## config.mk

```make
export PLATFORM = sky130hd
export DESIGN_NAME = riscv_decode_stage_flat
export DESIGN_NICKNAME = d
export VERILOG_FILES = /design/src/rtl/riscv_decode_stage_if.sv /design/src/rtl/riscv_decode_stage.sv /design/src/flat_wrapper.sv
export SDC_FILE = /design/constraint.sdc
export NUM_CORES = 1
export LEC_CHECK = 0
export BUFFER_PORTS_ARGS = -buffer_cell sky130_fd_sc_hd__clkbuf_2
export CAP_MARGIN = 25
export CORE_MARGIN = 2
export CORE_UTILIZATION = 45
export DETAILED_ROUTE_END_ITERATION = 8
export GPL_ROUTABILITY_DRIVEN = 0
export PLACE_DENSITY = 0.88
export SLEW_MARGIN = 30
export SYNTH_ARGS = -nofsm -noshare
export SYNTH_HDL_FRONTEND = slang
export SYNTH_SLANG_ARGS = --single-unit
```

## constraint.sdc

```tcl
create_clock -name clk -period 2.2 [get_ports clk]
set_input_delay 0.22 -clock clk [delete_from_list [all_inputs] [get_ports clk]]
set_output_delay 0.22 -clock clk [all_outputs]
set_load 0.03 [all_outputs]
```

## src/rtl/riscv_decode_stage_if.sv

```systemverilog
// Fetch-to-execute bus of the RV32I decode stage: instruction/PC in, decoded bundle out.
interface riscv_decode_stage_if #(
  parameter int unsigned XLEN = 32
);
  logic            in_valid;
  logic            in_ready;
  logic [31:0]     in_instr;
  logic [XLEN-1:0] in_pc;
  logic            out_valid;
  logic            out_ready;
  logic [XLEN-1:0] out_pc;
  logic [4:0]      out_rs1;
  logic [4:0]      out_rs2;
  logic [4:0]      out_rd;
  logic [2:0]      out_funct3;
  logic [XLEN-1:0] out_imm;
  logic [4:0]      out_alu_op;
  logic            out_rd_we;
  logic            out_is_load;
  logic            out_is_store;
  logic            out_is_branch;
  logic            out_is_jal;
  logic            out_is_jalr;
  logic            out_is_lui;
  logic            out_is_auipc;
  logic            out_is_ecall;
  logic            out_is_ebreak;
  logic            out_illegal;

  modport master (
    output in_valid, in_instr, in_pc, out_ready,
    input  in_ready, out_valid, out_pc, out_rs1, out_rs2, out_rd, out_funct3,
           out_imm, out_alu_op, out_rd_we, out_is_load, out_is_store,
           out_is_branch, out_is_jal, out_is_jalr, out_is_lui, out_is_auipc,
           out_is_ecall, out_is_ebreak, out_illegal
  );

  modport slave (
    input  in_valid, in_instr, in_pc, out_ready,
    output in_ready, out_valid, out_pc, out_rs1, out_rs2, out_rd, out_funct3,
           out_imm, out_alu_op, out_rd_we, out_is_load, out_is_store,
           out_is_branch, out_is_jal, out_is_jalr, out_is_lui, out_is_auipc,
           out_is_ecall, out_is_ebreak, out_illegal
  );
endinterface

```

## src/rtl/riscv_decode_stage.sv

```systemverilog
// Registered RV32I decode stage with saturating illegal counter.
// Define RISCV_DECODE_RV32M_EN to decode the RV32M multiply/divide group.
module riscv_decode_stage #(
  parameter int unsigned XLEN  = 32,
  parameter int unsigned CNT_W = 16
) (
  input  logic                clk,
  input  logic                rst,
  input  logic                flush,
  riscv_decode_stage_if.slave bus,
  output logic [CNT_W-1:0]    illegal_cnt
);
  localparam int unsigned ALU_W = 5;

  localparam logic [6:0] OPC_LUI    = 7'b0110111;
  localparam logic [6:0] OPC_AUIPC  = 7'b0010111;
  localparam logic [6:0] OPC_JAL    = 7'b1101111;
  localparam logic [6:0] OPC_JALR   = 7'b1100111;
  localparam logic [6:0] OPC_BRANCH = 7'b1100011;
  localparam logic [6:0] OPC_LOAD   = 7'b0000011;
  localparam logic [6:0] OPC_STORE  = 7'b0100011;
  localparam logic [6:0] OPC_OPIMM  = 7'b0010011;
  localparam logic [6:0] OPC_OP     = 7'b0110011;
  localparam logic [6:0] OPC_SYSTEM = 7'b1110011;

  localparam logic [ALU_W-1:0] ALU_ADD   = 5'd0;
  localparam logic [ALU_W-1:0] ALU_SUB   = 5'd1;
  localparam logic [ALU_W-1:0] ALU_SLL   = 5'd2;
  localparam logic [ALU_W-1:0] ALU_SLT   = 5'd3;
  localparam logic [ALU_W-1:0] ALU_SLTU  = 5'd4;
  localparam logic [ALU_W-1:0] ALU_XOR   = 5'd5;
  localparam logic [ALU_W-1:0] ALU_SRL   = 5'd6;
  localparam logic [ALU_W-1:0] ALU_SRA   = 5'd7;
  localparam logic [ALU_W-1:0] ALU_OR    = 5'd8;
  localparam logic [ALU_W-1:0] ALU_AND   = 5'd9;
  localparam logic [ALU_W-1:0] ALU_PASSB = 5'd10;
`ifdef RISCV_DECODE_RV32M_EN
  localparam logic [ALU_W-1:0] ALU_MUL   = 5'd11;
`endif

  logic [31:0] instr;
  logic [6:0]  opcode;
  logic [2:0]  funct3;
  logic [6:0]  funct7;
  logic [4:0]  rd;
  assign instr  = bus.in_instr;
  assign opcode = instr[6:0];
  assign funct3 = instr[14:12];
  assign funct7 = instr[31:25];
  assign rd     = instr[11:7];

  logic signed [11:0] imm_i;
  logic signed [11:0] imm_s;
  logic signed [12:0] imm_b;
  logic signed [31:0] imm_u;
  logic signed [20:0] imm_j;
  assign imm_i = instr[31:20];
  assign imm_s = {instr[31:25], instr[11:7]};
  assign imm_b = {instr[31], instr[7], instr[30:25], instr[11:8], 1'b0};
  assign imm_u = {instr[31:12], 12'b0};
  assign imm_j = {instr[31], instr[19:12], instr[20], instr[30:21], 1'b0};

  // Shared funct3 -> ALU mapping for the base integer register/immediate ops
  function automatic logic [ALU_W-1:0] base_op(input logic [2:0] f3);
    case (f3)
      3'b000:  base_op = ALU_ADD;
      3'b001:  base_op = ALU_SLL;
      3'b010:  base_op = ALU_SLT;
      3'b011:  base_op = ALU_SLTU;
      3'b100:  base_op = ALU_XOR;
      3'b101:  base_op = ALU_SRL;
      3'b110:  base_op = ALU_OR;
      default: base_op = ALU_AND;
    endcase
  endfunction

  logic [XLEN-1:0]  d_imm;
  logic [ALU_W-1:0] d_alu;
  logic d_wr, d_ill, d_rd_we;
  logic d_load, d_store, d_branch, d_jal, d_jalr, d_lui, d_auipc, d_ecall, d_ebreak;

  always_comb begin
    d_imm    = '0;
    d_alu    = ALU_ADD;
    d_wr     = 1'b0;
    d_ill    = 1'b0;
    d_load   = 1'b0;
    d_store  = 1'b0;
    d_branch = 1'b0;
    d_jal    = 1'b0;
    d_jalr   = 1'b0;
    d_lui    = 1'b0;
    d_auipc  = 1'b0;
    d_ecall  = 1'b0;
    d_ebreak = 1'b0;
    case (opcode)
      OPC_LUI:   begin d_lui = 1'b1; d_imm = XLEN'(imm_u); d_alu = ALU_PASSB; d_wr = 1'b1; end
      OPC_AUIPC: begin d_auipc = 1'b1; d_imm = XLEN'(imm_u); d_wr = 1'b1; end
      OPC_JAL:   begin d_jal = 1'b1; d_imm = XLEN'(imm_j); d_wr = 1'b1; end
      OPC_JALR: begin
        d_jalr = 1'b1; d_imm = XLEN'(imm_i); d_wr = 1'b1;
        d_ill  = (funct3 != 3'b000);
      end
      OPC_BRANCH: begin
        d_branch = 1'b1; d_imm = XLEN'(imm_b);
        d_ill    = (funct3[2:1] == 2'b01);
        case (funct3[2:1])
          2'b00:   d_alu = ALU_SUB;
          2'b10:   d_alu = ALU_SLT;
          default: d_alu = ALU_SLTU;
        endcase
      end
      OPC_LOAD: begin
        d_load = 1'b1; d_imm = XLEN'(imm_i); d_wr = 1'b1;
        d_ill  = (funct3 == 3'b011) || (funct3[2:1] == 2'b11);
      end
      OPC_STORE: begin
        d_store = 1'b1; d_imm = XLEN'(imm_s);
        d_ill   = (funct3 >= 3'b011);
      end
      OPC_OPIMM: begin
        d_imm = XLEN'(imm_i); d_wr = 1'b1;
        d_alu = base_op(funct3);
        if (funct3 == 3'b001) d_ill = (funct7 != 7'h00);
        if (funct3 == 3'b101) begin
          d_ill = (funct7 != 7'h00) && (funct7 != 7'h20);
          if (funct7 == 7'h20) d_alu = ALU_SRA;
        end
      end
      OPC_OP: begin
        d_wr = 1'b1;
        case (funct7)
          7'h00: d_alu = base_op(funct3);
          7'h20: begin
            if (funct3 == 3'b000)      d_alu = ALU_SUB;
            else if (funct3 == 3'b101) d_alu = ALU_SRA;
            else                       d_ill = 1'b1;
          end
`ifdef RISCV_DECODE_RV32M_EN
          7'h01:   d_alu = ALU_MUL + ALU_W'(funct3);
`endif
          default: d_ill = 1'b1;
        endcase
      end
      OPC_SYSTEM: begin
        d_imm    = XLEN'(imm_i);
        d_ecall  = (instr == 32'h0000_0073);
        d_ebreak = (instr == 32'h0010_0073);
        d_ill    = !(d_ecall || d_ebreak);
      end
      default: d_ill = 1'b1;
    endcase
    // Illegal encodings keep their fields but lose every side effect
    if (d_ill) begin
      d_load = 1'b0; d_store = 1'b0; d_branch = 1'b0; d_jal = 1'b0; d_jalr = 1'b0;
      d_lui  = 1'b0; d_auipc = 1'b0; d_ecall = 1'b0; d_ebreak = 1'b0;
      d_alu  = ALU_ADD;
      d_wr   = 1'b0;
    end
    d_rd_we = d_wr && (rd != 5'd0);
  end

  logic load;
  assign bus.in_ready = !bus.out_valid || bus.out_ready;
  assign load         = bus.in_valid && bus.in_ready;

  always_ff @(posedge clk) begin
    if (rst) begin
      bus.out_valid     <= 1'b0;
      bus.out_pc        <= '0;
      bus.out_rs1       <= '0;
      bus.out_rs2       <= '0;
      bus.out_rd        <= '0;
      bus.out_funct3    <= '0;
      bus.out_imm       <= '0;
      bus.out_alu_op    <= '0;
      bus.out_rd_we     <= 1'b0;
      bus.out_is_load   <= 1'b0;
      bus.out_is_store  <= 1'b0;
      bus.out_is_branch <= 1'b0;
      bus.out_is_jal    <= 1'b0;
      bus.out_is_jalr   <= 1'b0;
      bus.out_is_lui    <= 1'b0;
      bus.out_is_auipc  <= 1'b0;
      bus.out_is_ecall  <= 1'b0;
      bus.out_is_ebreak <= 1'b0;
      bus.out_illegal   <= 1'b0;
      illegal_cnt       <= '0;
    end else if (flush) begin
      bus.out_valid <= 1'b0;
    end else if (load) begin
      bus.out_valid     <= 1'b1;
      bus.out_pc        <= bus.in_pc;
      bus.out_rs1       <= instr[19:15];
      bus.out_rs2       <= instr[24:20];
      bus.out_rd        <= rd;
      bus.out_funct3    <= funct3;
      bus.out_imm       <= d_imm;
      bus.out_alu_op    <= d_alu;
      bus.out_rd_we     <= d_rd_we;
      bus.out_is_load   <= d_load;
      bus.out_is_store  <= d_store;
      bus.out_is_branch <= d_branch;
      bus.out_is_jal    <= d_jal;
      bus.out_is_jalr   <= d_jalr;
      bus.out_is_lui    <= d_lui;
      bus.out_is_auipc  <= d_auipc;
      bus.out_is_ecall  <= d_ecall;
      bus.out_is_ebreak <= d_ebreak;
      bus.out_illegal   <= d_ill;
      if (d_ill && (illegal_cnt != '1)) illegal_cnt <= illegal_cnt + CNT_W'(1);
    end else if (bus.out_ready) begin
      bus.out_valid <= 1'b0;
    end
  end
endmodule

```

## src/flat_wrapper.sv

```systemverilog
// flat-port wrapper written by rule: the top's interface ports become plain ports
module riscv_decode_stage_flat 
#(
  parameter int unsigned XLEN  = 32,
  parameter int unsigned CNT_W = 16
)
  (clk, rst, flush, illegal_cnt, bus_in_valid, bus_in_instr, bus_in_pc, bus_out_ready, bus_in_ready, bus_out_valid, bus_out_pc, bus_out_rs1, bus_out_rs2, bus_out_rd, bus_out_funct3, bus_out_imm, bus_out_alu_op, bus_out_rd_we, bus_out_is_load, bus_out_is_store, bus_out_is_branch, bus_out_is_jal, bus_out_is_jalr, bus_out_is_lui, bus_out_is_auipc, bus_out_is_ecall, bus_out_is_ebreak, bus_out_illegal);
  riscv_decode_stage_if #(.XLEN(XLEN)) bus_i ();
  input  logic clk;
  input  logic rst;
  input  logic flush;
  output logic [CNT_W-1:0] illegal_cnt;
  input wire logic [$bits(bus_i.in_valid)-1:0] bus_in_valid;
  input wire logic [$bits(bus_i.in_instr)-1:0] bus_in_instr;
  input wire logic [$bits(bus_i.in_pc)-1:0] bus_in_pc;
  input wire logic [$bits(bus_i.out_ready)-1:0] bus_out_ready;
  output wire logic [$bits(bus_i.in_ready)-1:0] bus_in_ready;
  output wire logic [$bits(bus_i.out_valid)-1:0] bus_out_valid;
  output wire logic [$bits(bus_i.out_pc)-1:0] bus_out_pc;
  output wire logic [$bits(bus_i.out_rs1)-1:0] bus_out_rs1;
  output wire logic [$bits(bus_i.out_rs2)-1:0] bus_out_rs2;
  output wire logic [$bits(bus_i.out_rd)-1:0] bus_out_rd;
  output wire logic [$bits(bus_i.out_funct3)-1:0] bus_out_funct3;
  output wire logic [$bits(bus_i.out_imm)-1:0] bus_out_imm;
  output wire logic [$bits(bus_i.out_alu_op)-1:0] bus_out_alu_op;
  output wire logic [$bits(bus_i.out_rd_we)-1:0] bus_out_rd_we;
  output wire logic [$bits(bus_i.out_is_load)-1:0] bus_out_is_load;
  output wire logic [$bits(bus_i.out_is_store)-1:0] bus_out_is_store;
  output wire logic [$bits(bus_i.out_is_branch)-1:0] bus_out_is_branch;
  output wire logic [$bits(bus_i.out_is_jal)-1:0] bus_out_is_jal;
  output wire logic [$bits(bus_i.out_is_jalr)-1:0] bus_out_is_jalr;
  output wire logic [$bits(bus_i.out_is_lui)-1:0] bus_out_is_lui;
  output wire logic [$bits(bus_i.out_is_auipc)-1:0] bus_out_is_auipc;
  output wire logic [$bits(bus_i.out_is_ecall)-1:0] bus_out_is_ecall;
  output wire logic [$bits(bus_i.out_is_ebreak)-1:0] bus_out_is_ebreak;
  output wire logic [$bits(bus_i.out_illegal)-1:0] bus_out_illegal;
  assign bus_i.in_valid = bus_in_valid;
  assign bus_i.in_instr = bus_in_instr;
  assign bus_i.in_pc = bus_in_pc;
  assign bus_i.out_ready = bus_out_ready;
  assign bus_in_ready = bus_i.in_ready;
  assign bus_out_valid = bus_i.out_valid;
  assign bus_out_pc = bus_i.out_pc;
  assign bus_out_rs1 = bus_i.out_rs1;
  assign bus_out_rs2 = bus_i.out_rs2;
  assign bus_out_rd = bus_i.out_rd;
  assign bus_out_funct3 = bus_i.out_funct3;
  assign bus_out_imm = bus_i.out_imm;
  assign bus_out_alu_op = bus_i.out_alu_op;
  assign bus_out_rd_we = bus_i.out_rd_we;
  assign bus_out_is_load = bus_i.out_is_load;
  assign bus_out_is_store = bus_i.out_is_store;
  assign bus_out_is_branch = bus_i.out_is_branch;
  assign bus_out_is_jal = bus_i.out_is_jal;
  assign bus_out_is_jalr = bus_i.out_is_jalr;
  assign bus_out_is_lui = bus_i.out_is_lui;
  assign bus_out_is_auipc = bus_i.out_is_auipc;
  assign bus_out_is_ecall = bus_i.out_is_ecall;
  assign bus_out_is_ebreak = bus_i.out_is_ebreak;
  assign bus_out_illegal = bus_i.out_illegal;
  riscv_decode_stage #(.XLEN(XLEN), .CNT_W(CNT_W)) u_core (.clk(clk), .rst(rst), .flush(flush), .bus(bus_i), .illegal_cnt(illegal_cnt));
endmodule
```

=== Word-level counts from Yosys, hierarchy flattened ===
Cells that the tools add are included.

* Bits of input ports: 69
* Output and inout bits: 116
* Bits in registers: 115

* Bitwise gates (word level): 1
* $lt $le $gt $ge: 1
* Equal/unequal tests: 24
* Mux-type cells: 38
* $add $sub $neg: 1
* Reduce and logical (&&, ||, !) cells: 23

{| class="wikitable"
|+ Operators by type and width
! kind !! count
|-
| $pmux 32 s5 || 1
|-
| $eq 32x21->1 const B || 1
|-
| $eq 32x7->1 const B || 1
|-
| $eq 7x6->1 const B || 4
|-
| $eq 7x7->1 const B || 4
|-
| $pmux 4 s7 || 1
|-
| $mux 1 || 26
|-
| $mux 5 || 4
|-
| $pmux 5 s4 || 1
|-
| $add 16x1->16 const B || 1
|-
| $ne 16x16->1 const B || 1
|-
| $eq 7x5->1 const B || 2
|-
| $pmux 5 s2 || 1
|-
| $eq 3x3->1 const B || 3
|-
| $pmux 1 s8 || 1
|-
| $eq 7x2->1 const B || 1
|-
| $logic_not 7->1 || 1
|-
| $ne 7x6->1 const B || 1
|-
| $reduce_bool 7->1 || 1
|-
| $reduce_or 7->1 || 1
|-
| $eq 3x2->1 const B || 2
|-
| $pmux 3 s2 || 1
|-
| $reduce_bool 5->1 || 1
|-
| $eq 2x2->1 const B || 2
|-
| 18 further kinds || 25
|}

=== Longest topological paths before layout ===
* Word-level depth: 7
* Gate-level depth with buffers: 9

=== Least setup slack after synthesis ===
No wires, ideal clock.

* Path kind: register -> register
* Start point: register u_core.illegal_cnt[7]
* End point: register u_core.illegal_cnt[11]
* Data arrival time: 2.026 ns
* Path slack: 0.053 ns
* Period minus slack after synthesis: 2.147 ns
* Library setup time: 0.121 ns
* Data required time: 2.079 ns
* Stages on the path, launching flop included: 8
* Cell sequence: dfxtp_1 -> nand3_1 -> or3_1 -> nand2b_1 -> nand2_1 -> clkbuf_1 -> nor3_1 -> mux2_2

* Cells in the longest elaborated chain, start to end: 3
* Elaborated cells between the ends (all ways): 4
* Classes of those cells: add/sub: 1; eq/ne: 1; reduce/logical: 2

{| class="wikitable"
|+ Ends and longest elaborated chain
! item !! line !! text
|-
| start, declared || riscv_decode_stage.sv:11 || <nowiki>output logic [CNT_W-1:0] illegal_cnt</nowiki>
|-
| start signal, assigned || riscv_decode_stage.sv:211 || <nowiki>if (d_ill && (illegal_cnt != '1)) illegal_cnt <= illegal_cnt + CNT_W'(1);</nowiki>
|-
| parallel branches: the longest is 3 deep, another holds $add 16x1->16 || -- ||
|}

Parallel ways; which one is timed is not known.
A chain may end at the register's enable or synchronous reset.

=== Worst setup path in the final report ===
* Start point: input port bus_in_instr[27]
* End point: register u_core.illegal_cnt[12]

* Cells in the longest elaborated chain, start to end: 6
* Elaborated cells between the ends (all ways): 15
* Classes of those cells: eq/ne: 4; mux: 4; reduce/logical: 7

{| class="wikitable"
|+ Ends and longest elaborated chain
! item !! line !! text
|-
| start, declared || flat_wrapper.sv:14 || <nowiki>input wire logic [$bits(bus_i.in_instr)-1:0] bus_in_instr;</nowiki>
|-
| $eq 32x7->1 (tied with other cells) || riscv_decode_stage.sv:147 || <nowiki>d_ecall = (instr == 32'h0000_0073);</nowiki>
|-
| $logic_or 1x1->1 (tied with other cells) || riscv_decode_stage.sv:149 || <nowiki>d_ill = !(d_ecall || d_ebreak);</nowiki>
|-
| $logic_not 1->1 / $mux 1 (equally long branches) || riscv_decode_stage.sv:149, riscv_decode_stage.sv:125 ||
|-
| $pmux 1 s8 (*) || riscv_decode_stage.sv:96 || <nowiki>case (opcode)</nowiki>
|-
| $logic_and 1x1->1 (*) || riscv_decode_stage.sv:211 ||
|-
| $reduce_and 3->1 (no source line) (*) || -- ||
|}

Mark *: on every way between the ends. The rest lies on a longest branch, timed or not.

==> flow_metrics.env <==
export IMPL_h_tree_depth=4
export IMPL_ys_seq_area_share_pct=45.1
export IMPL_min_path_type="in2reg"
export IMPL_fp_coreArea_sq_um=10900
export IMPL_leakagePower_uw=0.00312
export IMPL_min_period_over_period_pct=97.4
export IMPL_drtIter0Drc=495
export IMPL_max_slew_worst_pin_slew_ns=0.636
export IMPL_synth_edf_count=0
export IMPL_worstPathArrival_ns=2.52
export IMPL_synth_warnings=0
export IMPL_tritoncts="done"
export IMPL_drtPass1Iterations=5
export IMPL_synthCells=640
export IMPL_rr_worst_depth=7
export IMPL_route_detailed_drc=0
export IMPL_syn_nets=710
export IMPL_hold_viol=0
export IMPL_gr_total_overflow=0
export IMPL_fin_crit_ns=2.14
export IMPL_finish_cell_count_without_fillers=1038
export IMPL_rows=38
export IMPL_grt_pass1_wl_mm=26.4
export IMPL_place_port_buffers=183
export IMPL_layout_common_cells="clkbuf_2 (181), nand2_1 (144), dfxtp_1 (114)"
export IMPL_wl_per_cell_um=16.9
export IMPL_wirelength_mm=17.6
export IMPL_grt_pass1_vias=5468
export IMPL_final_common_cell="clkbuf_2"
export IMPL_yosysTopAreaCellShare_pct=45.1
export IMPL_area_growth_syn_to_layout_pct=45.8
export IMPL_crit_start="bus_in_instr[27]"
export IMPL_cts_buffers=17
export IMPL_skew_ns=0.00592
export IMPL_die_area_sq_um=12100
export IMPL_antenna_cells=0
export IMPL_ios=185
export IMPL_critPathCapture="u_core.illegal_cnt[12]$_SDFFE_PP0P_"
export IMPL_fillCellCount=860
export IMPL_yosys_area_top_type="dfxtp_1"
export IMPL_critPathKind="in2reg"
export IMPL_fmax_ghz=0.467
export IMPL_synth_cell_types=66
export IMPL_status="complete, no violations"
export IMPL_drv_cap=0
export IMPL_vias=5809
export IMPL_die_h_um=110
export IMPL_drive_gt1_share_pct=31.2
export IMPL_cp_data_required_time_ns=2.58
export IMPL_crit_path_start_kind="input port"
export IMPL_track_usage_pct=28.2
export IMPL_vdd_ir_drop_max_uv=498
export IMPL_p_per_area_nw_per_um2=720
export IMPL_clockRootBuffer="clkbuf_8"
export IMPL_cts_sinks=114
export IMPL_r2r_end="u_core.bus.out_pc[9]$_SDFFE_PP0P_"
export IMPL_avgSynthCellArea_sq_um=7.91
export IMPL_endpoint_kind="flip-flop"
export IMPL_ys_top_cells_by_area="dfxtp_1 (45%), nand2_1 (11%), a21oi_1 (7.8%)"
export IMPL_viasPerCell=5.60
export IMPL_cts_path_max_buffers=2
export IMPL_dp_cells=958
export IMPL_fin_nets=956
export IMPL_clock_insertion_delay_worst_skew_ns=0.52
export IMPL_setup_viol=0
export IMPL_synth_seq_cells=114
export IMPL_grt_max_degree=62
export IMPL_cp_max_fo=12
export IMPL_postSynth_asyncResetShare_pct=0
export IMPL_rrSetupSlack_ns=0.14
export IMPL_fp_dieW_um=110
export IMPL_r2r_start="u_core.bus.out_valid$_SDFFE_PP0P_"
export IMPL_ant_nets=0
export IMPL_path_clk_slew_ns=0.06
export IMPL_synthFlopType="dfxtp_1"
export IMPL_initial_core_util_pct=46.5
export IMPL_dp_hpwl_mm=11.3
export IMPL_slew_headroom_pct=57.4
export IMPL_syn_area_sq_um=5060
export IMPL_finalSetupTns_ns=0
export IMPL_antenna_found_initial=0
export IMPL_slew_violations=0
-- final cells by class --
type / count / area [sq um] / area share (%)
Clock buffer: 25 / 474 / 6.42
Clock inverter: 6 / 55.1 / 0.746
Multi-Input combinational cell: 465 / 2540 / 34.5
Timing Repair Buffer: 279 / 1820 / 24.6
Inverter: 9 / 33.8 / 0.458
Tap cell: 140 / 175 / 2.37
Sequential cell: 114 / 2280 / 30.9
-- synth_stat cells (4+ instances only) --
cell and instances:
and2_1 5, a22oi_1 7, nor3_1 15, mux2_2 4
nand3_1 27, nand2_1 146, a31oi_1 12, nor2b_1 12
o31ai_1 10, dfxtp_1 114, a211oi_1 6, o21ai_0 20
nor3b_1 4, nand4_1 7, buf_1 8, a221oi_1 6
or4_1 6, nor2_1 38, clkbuf_1 37, nor4_1 4
a21oi_1 79, inv_1 9, nand2b_1 6
-- worst min path at each step --
stage	start	end	cells after the start
5_1_grt	bus_in_instr[28]	u_core.bus.out_imm[8]$_SDFFE_PP0P_	3
3_3_place_gp	flush	u_core.bus.out_valid$_SDFFE_PP0P_	2
6_report	bus_in_instr[29]	u_core.bus.out_imm[29]$_SDFFE_PP0P_	3
3_5_place_dp	flush	u_core.bus.out_valid$_SDFFE_PP0P_	2
2_1_floorplan	flush	u_core.bus.out_valid$_SDFFE_PP0P_	1
4_1_cts	bus_in_instr[29]	u_core.bus.out_imm[29]$_SDFFE_PP0P_	3
-- worst max-delay path: stages --
cell and delay, ns:
dlygate4sd3_1 0.55, clkbuf_2 0.14, nor4_2 0.21, buf_4 0.17
and4_4 0.23, nand2_2 0.07, a2111oi_4 0.38, buf_4 0.20
clkbuf_16 0.15, o21ba_2 0.16, a311oi_2 0.04
-- sequential cells by signal (all words and copies together), names as in the netlist, 3 cells and up --
name	flops
u_core.bus.out_alu_op	4
u_core.bus.out_funct3	3
u_core.bus.out_imm	32
u_core.bus.out_pc	32
u_core.bus.out_rd	5
u_core.bus.out_rs1	5
u_core.bus.out_rs2	5
u_core.illegal_cnt	16
-- per-stage QoR --
step / hold WS (ns) / power, uW / setup WS (ns) / area, sq um / utilization [%]
global placement: 0.432 / 2790 / -0.00554 / 6320 / 58.0
finish: 0.0286 / 5320 / 0.0576 / 7380 / 67.8
global route: 0.0188 / 5520 / -0.00402 / 7380 / 67.8
detailed placement: 0.437 / 2800 / -0.0336 / 6320 / 58.0
CTS: 0.00695 / 5320 / 0.0199 / 7330 / 67.3
floorplan: 0.299 / 2550 / 0.0533 / 5060 / -
-- logic make-up after synthesis --
family | synth area share, %
compound gates | 20.8
flops | 45.1
buf+inv | 5.34
xor+xnor | 0.346
mux | 1.09
other cells | 0.0741
fa+ha+maj | 0.247
simple gates | 27.1
-- power breakdown --
| part | switching (uW) | internal, uW |
|---|---|---|
| combinational | 431 | 262 |
| sequential | 33.8 | 2120 |
| clock | 898 | 1570 |
-- routing by layer --
layer | vias up | part of all wire [%] | GRT usage [%]
li1 | 2737 | - | -
met1 | 2708 | 39 | 32.5
met2 | 314 | 49 | 47.6
met5 | - | 0 | 0
met4 | 0 | 3.2 | 14.5
met3 | 50 | 9.1 | 8.00
-- what timing repair did --
item                                   CTS  global route
resized for setup                        0             7
setup endpoints to repair                0            17
endpoints found under the hold margin   50             0
buffers inserted                         0             1
hold buffers                            48             0
Note: power is estimated with default switching activity, not from simulation.
